[src/rtl/div_pkg.sv]
// Shared types and defaults for the EX-stage divide requester.
package div_pkg;

  localparam int unsigned DIV_CYCLE_DEFAULT = 34;

  typedef enum logic [1:0] {
    IDLE,
    BUSY,
    DRAIN,
    HOLD
  } div_state_t;

  typedef struct packed {
    logic [31:0] dividend;
    logic [31:0] divisor;
    logic        sign;
    logic        dividend_sign;
  } div_req_t;

  function automatic logic [31:0] mag32(input logic [31:0] x);
    return x[31] ? (~x + 32'd1) : x;
  endfunction

endpackage

[src/rtl/div_operand_prep.sv]
// Converts DIV/DIVU operands into magnitudes plus the sign-fix flags the divider needs.
module div_operand_prep
  import div_pkg::*;
(
  input  logic [31:0] i_rs,
  input  logic [31:0] i_rt,
  input  logic        i_signed,
  output div_req_t    o_req
);

  always_comb begin
    o_req = '0;
    if (i_signed) begin
      o_req.dividend      = mag32(i_rs);
      o_req.divisor       = mag32(i_rt);
      o_req.sign          = i_rs[31] ^ i_rt[31];
      o_req.dividend_sign = i_rs[31];
    end else begin
      o_req.dividend = i_rs;
      o_req.divisor  = i_rt;
    end
  end

endmodule

[src/rtl/div_issue_ctrl.sv]
// EX-stage divide requester: issues the divider, stalls the pipe, and returns
// quotient/remainder as a one-cycle HI/LO write, with flush, hold and watchdog handling.
module div_issue_ctrl
  import div_pkg::*;
#(
  parameter int unsigned DIV_CYCLE = DIV_CYCLE_DEFAULT,
  parameter int unsigned WD_SLACK  = 4
) (
  input  logic        clk,
  input  logic        rst,
  input  logic        ex_div_valid,
  input  logic        ex_div_signed,
  input  logic [31:0] ex_rs,
  input  logic [31:0] ex_rt,
  input  logic        ex_flush,
  input  logic        pipe_hold,
  input  logic        div_done,
  input  logic [31:0] div_quotient,
  input  logic [31:0] div_remainder,
  output logic        div_begin,
  output logic        div_sign,
  output logic        div_dividend_sign,
  output logic [31:0] div_dividend,
  output logic [31:0] div_divisor,
  output logic        div_stall,
  output logic        res_valid,
  output logic [31:0] res_hi,
  output logic [31:0] res_lo,
  output logic        div_timeout
);

  localparam int unsigned WD_LIMIT = DIV_CYCLE + 2 + WD_SLACK;
  localparam int unsigned WD_W     = $clog2(WD_LIMIT + 1);

  div_state_t      r_state;
  div_state_t      w_state_nxt;
  div_req_t        w_req;
  div_req_t        r_req;
  logic            r_begin;
  logic [31:0]     r_hi;
  logic [31:0]     r_lo;
  logic [WD_W-1:0] r_wd;
  logic            r_timeout;

  logic            w_issue;
  logic            w_capture;
  logic            w_stall;
  logic            w_res_valid;
  logic [31:0]     w_res_hi;
  logic [31:0]     w_res_lo;
  logic            w_wd_enter;
  logic            w_wd_stay;

  div_operand_prep u_prep (
    .i_rs     (ex_rs),
    .i_rt     (ex_rt),
    .i_signed (ex_div_signed),
    .o_req    (w_req)
  );

  always_comb begin
    w_state_nxt = r_state;
    w_issue     = 1'b0;
    w_capture   = 1'b0;
    w_stall     = 1'b0;
    w_res_valid = 1'b0;
    w_res_hi    = '0;
    w_res_lo    = '0;
    unique case (r_state)
      IDLE: begin
        if (ex_div_valid && !ex_flush) begin
          w_issue     = 1'b1;
          w_stall     = 1'b1;
          w_state_nxt = BUSY;
        end
      end
      BUSY: begin
        w_stall = 1'b1;
        if (ex_flush) begin
          w_state_nxt = div_done ? IDLE : DRAIN;
        end else if (div_done) begin
          // EX is released either way: pipe_hold already freezes it when set.
          w_stall = 1'b0;
          if (pipe_hold) begin
            w_capture   = 1'b1;
            w_state_nxt = HOLD;
          end else begin
            w_res_valid = 1'b1;
            w_res_hi    = div_remainder;
            w_res_lo    = div_quotient;
            w_state_nxt = IDLE;
          end
        end
      end
      DRAIN: begin
        w_stall = ex_div_valid;
        if (div_done) begin
          w_state_nxt = IDLE;
        end
      end
      HOLD: begin
        if (ex_flush) begin
          w_state_nxt = IDLE;
        end else if (!pipe_hold) begin
          w_res_valid = 1'b1;
          w_res_hi    = r_hi;
          w_res_lo    = r_lo;
          w_state_nxt = IDLE;
        end
      end
      default: w_state_nxt = IDLE;
    endcase
  end

  assign w_wd_enter = ((w_state_nxt == BUSY) || (w_state_nxt == DRAIN)) && (w_state_nxt != r_state);
  assign w_wd_stay  = ((r_state == BUSY) || (r_state == DRAIN)) && (w_state_nxt == r_state);

  always_ff @(posedge clk) begin
    if (rst) begin
      r_state   <= IDLE;
      r_req     <= '0;
      r_begin   <= 1'b0;
      r_hi      <= '0;
      r_lo      <= '0;
      r_wd      <= '0;
      r_timeout <= 1'b0;
    end else begin
      r_state <= w_state_nxt;
      r_begin <= w_issue;
      if (w_issue) begin
        r_req <= w_req;
      end
      if (w_capture) begin
        r_hi <= div_remainder;
        r_lo <= div_quotient;
      end
      // Entry counts as the first cycle, so r_wd equals cycles since issue.
      if (w_wd_enter) begin
        r_wd <= WD_W'(1);
      end else if (w_wd_stay && (r_wd != WD_W'(WD_LIMIT))) begin
        r_wd <= r_wd + WD_W'(1);
        if (r_wd == WD_W'(WD_LIMIT - 1)) begin
          r_timeout <= 1'b1;
        end
      end
    end
  end

  assign div_begin         = r_begin;
  assign div_sign          = r_req.sign;
  assign div_dividend_sign = r_req.dividend_sign;
  assign div_dividend      = r_req.dividend;
  assign div_divisor       = r_req.divisor;
  assign div_timeout       = r_timeout;

  // Combinational outputs are forced low while rst is held, not only after the edge.
  assign div_stall = w_stall & ~rst;
  assign res_valid = w_res_valid & ~rst;
  assign res_hi    = rst ? '0 : w_res_hi;
  assign res_lo    = rst ? '0 : w_res_lo;

endmodule

[config.mk]
export PLATFORM = sky130hd
export DESIGN_NAME = div_issue_ctrl
export DESIGN_NICKNAME = d
export VERILOG_FILES = /design/src/rtl/div_pkg.sv /design/src/rtl/div_operand_prep.sv /design/src/rtl/div_issue_ctrl.sv
export SDC_FILE = /design/constraint.sdc
export NUM_CORES = 1
export LEC_CHECK = 0
export CORE_ASPECT_RATIO = 1.5
export CORE_MARGIN = 1.5
export CORE_UTILIZATION = 30
export CTS_CLUSTER_DIAMETER = 120
export CTS_CLUSTER_SIZE = 10
export DETAILED_ROUTE_END_ITERATION = 12
export PLACE_DENSITY = 0.54
export REMOVE_ABC_BUFFERS = 1
export SYNTH_ARGS = -nofsm -noshare
export SYNTH_HDL_FRONTEND = slang
export SYNTH_SLANG_ARGS = --single-unit
[constraint.sdc]
create_clock -name clk -period 3.4 [get_ports clk]
set_input_delay 0.68 -clock clk [delete_from_list [all_inputs] [get_ports clk]]
set_output_delay 0.68 -clock clk [all_outputs]
set_load 0.03 [all_outputs]
==> run metrics <==
unique cell type count in the Yosys netlist=roughly 50; total CTS buffers=17; CP endpoint kind=flop; GR Util All Layers=0.184; CP max-delay cell=or4_1; largest net degree at the start of global routing=75; final setup violation count=0; Overflow after GRT=0; fillers=2454; max-cap viol count=0; First-pass DRT Iterations=4; routability congestion estimate=about 0.77; clk sinks=140; Site Rows=just under 70; Clock Latency Late Sink=about 0.43 ns; final slew viol count=0; Primary FF master, synth=dfxtp_1; pre-CTS setup slack=-0.253 ns; Post-synth ARST share=0; Antenna Cells=0; DP HPWL=approximately 17 mm; commonest non-fill, non-tap cell in the layout=clkdlybuf4s50_1; antenna violations before repair=0; Total Nets Final=roughly 1400; dpl cells=1510; Hold WC Path Type=reg -> reg; routed vias/inst=~4.9; crit-path most repeated cell=or4_1; Wirelength per Cell=between 15 and 20 um; first-pass GRT wire length=~37 mm; type of origin of the critical path=input port; Worst-Margin Slew=about 0.83 ns; final worst setup slack=0.180 ns; root buffer cell=clkbuf_16; Routed met1 length=9.72 mm; Clock Path Buffers=2; CORE AREA=between 0.02 and 0.025 mm2; Synthesis Warnings=0; Post-synth EDFFs=0; Final Instance Area=about 0.011 mm2; Residual DRC=0; Initial Utilization=0.306; critical path data required time=3.74 ns; vias in the first global route=around 7300; arrival time at the worst endpoint=3.56 ns; Synth Cell Area=approximately 0.0073 mm2; register bit total from synthesis=between 100 and 150; Peak VDD IR=about 0.00033 V; clk_skew=between 0.006 and 0.007 ns; PwrDens=between 400 and 500 mW/mm2; Design Power=~0.0053 W; crit path max fanout=4; Die H=between 150 and 200 um; Iteration-0 DRC Markers=approximately 350; share of post-route cells with drive strength above 1=0.123; Top Ports=between 200 and 300; Fin. Hold Viols=0; cells after synthesis=959; final wirelength=23.7 mm; kind of critical path=in -> reg; total number of vias=around 7600; met2 WL=between 10 and 15 mm; maximum operating frequency=just over 300 MHz; hold buffers post-CTS=0; static leakage=3.74 nW; fin crit period=between 3 and 4 ns; Area after DPL=about 0.010 mm2; sequence of cells on the critical path=clkdlybuf4s50_1 > or4_1 > or4_1 > or4_4 > or3_1 > o311a_1 > nor4_2; sequential-to-total area share from yosys stat=0.384; Syn-to-layout area delta=50.3%; Post-Layout Cell Count=~1500; metal3 WL=2.06 mm; status=finished clean; die width=approximately 130 um; syn_area_per_cell=7.61 um2; Final Cycle Share=0.947; TritonCTS clock tree=done; IO Port Bufs=268; Post-DRT Antenna Nets=0; RSZ-0062 raised after global routing=no; most frequent cells in the layout=clkdlybuf4s50_1, nand2_1, nor2_1; Slew headroom=0.445; die area=approximately 0.025 mm2; uppermost layer routed=met4; clk slew on worst S/H paths=roughly 0.060 ns; Worst path max stage delay=0.54 ns; H-tree lvl count=4
==> area by class of cell <==
cell class              instances  area, um2  area share
inverters                      13       48.8     0.00445
clock buffers                  17        425      0.0388
multi-input cells             732       4170       0.380
clock inverters                15        244      0.0222
repair buffers                306       2880       0.262
well taps                     319        399      0.0364
flip-flops and latches        140       2800       0.256
==> flip-flops by register name (all words and copies together) (netlist names) <==
register	count
r_state	2
div_dividend	32
div_begin	1
div_dividend_sign	1
r_lo	32
div_timeout	1
div_divisor	32
div_sign	1
r_wd	6
r_hi	32
==> metal layers <==
metal | GRT usage | vias up
met3 | 0.0668 | 17
met2 | 0.326 | 208
li1 | - | 3894
met4 | 0.0513 | 0
met5 | 0 | -
met1 | 0.203 | 3495
==> power breakdown <==
part	internal (W)	total [W]	switching [W]	leakage, nW
registers	0.00177	0.00185	0.0000786	1.14
clock network	0.00138	0.00213	0.000756	0.320
logic	0.000578	0.00133	0.000752	2.28
total	0.00373	0.00531	0.00159	3.74
==> cell families (layout without fill, tap and decap cells) <==
| kind of cell | Yosys count | count (layout) | synth area share |
|---|---|---|---|
| xor gates and xnor gates | 53 | 53 | 0.0636 |
| buffers and inverters | 87 | 351 | 0.0485 |
| adders and majority gates | 10 | 10 | 0.0171 |
| and+or+nand+nor | 382 | 382 | 0.227 |
| muxes | 3 | 3 | 0.00411 |
| AOI/OAI and AO/OA | 284 | 284 | 0.255 |
| DFF | 140 | 140 | 0.384 |
==> stage by stage <==
step                       util  TNS [ns]  hold WS, ns
after floorplan               -   -228.01        0.431
after global placement    0.432    -0.257        0.439
after detailed placement  0.432    -0.316        0.444
after CTS                 0.460         0        0.456
after global routing      0.460         0        0.472
final                     0.460         0        0.454
==> critical path, delay by kind of cell <==
family	cells	cell delay, ns
AO/OA/AOI/OAI	1	0.34
AND/OR/NAND/NOR	5	2.01
buffers and inverters	1	0.52
==> synthesized netlist by cell type, types with 8 or more instances <==
cell type / count / area, um2
inv_1: 13 / 48.8
nand2_1: 162 / 608
a31oi_1: 8 / 50.1
o41ai_1: 10 / 87.6
a211oi_1: 51 / 383
dfxtp_1: 140 / 2800
nor2_1: 141 / 529
nor4_1: 10 / 62.6
clkbuf_1: 66 / 248
o21ai_0: 24 / 120
o31ai_1: 12 / 90.1
xor2_1: 30 / 263
ha_1: 10 / 125
a22oi_1: 64 / 480
nor3_1: 10 / 50.1
xnor2_1: 23 / 201
a21oi_1: 91 / 455
==> path summary, 6_finish.rpt <==
| check | start | end | slack, ns | cells after the start |
|---|---|---|---|---|
| min | r_hi[6] | r_hi[6] | 0.45 | 2 |
| max reg2reg | r_state[1] | r_wd[2] | 1.02 | 8 |
| max | ex_rs[20] | div_dividend[31] | 0.18 | 7 |
| min reg2reg | r_hi[6] | r_hi[6] | 0.45 | 2 |
==> what timing repair did <==
item	CTS	global route
resized for setup	0	1
endpoints found under the setup margin	0	5
buffers inserted	0	0
Power figures use the tool's default switching activity.
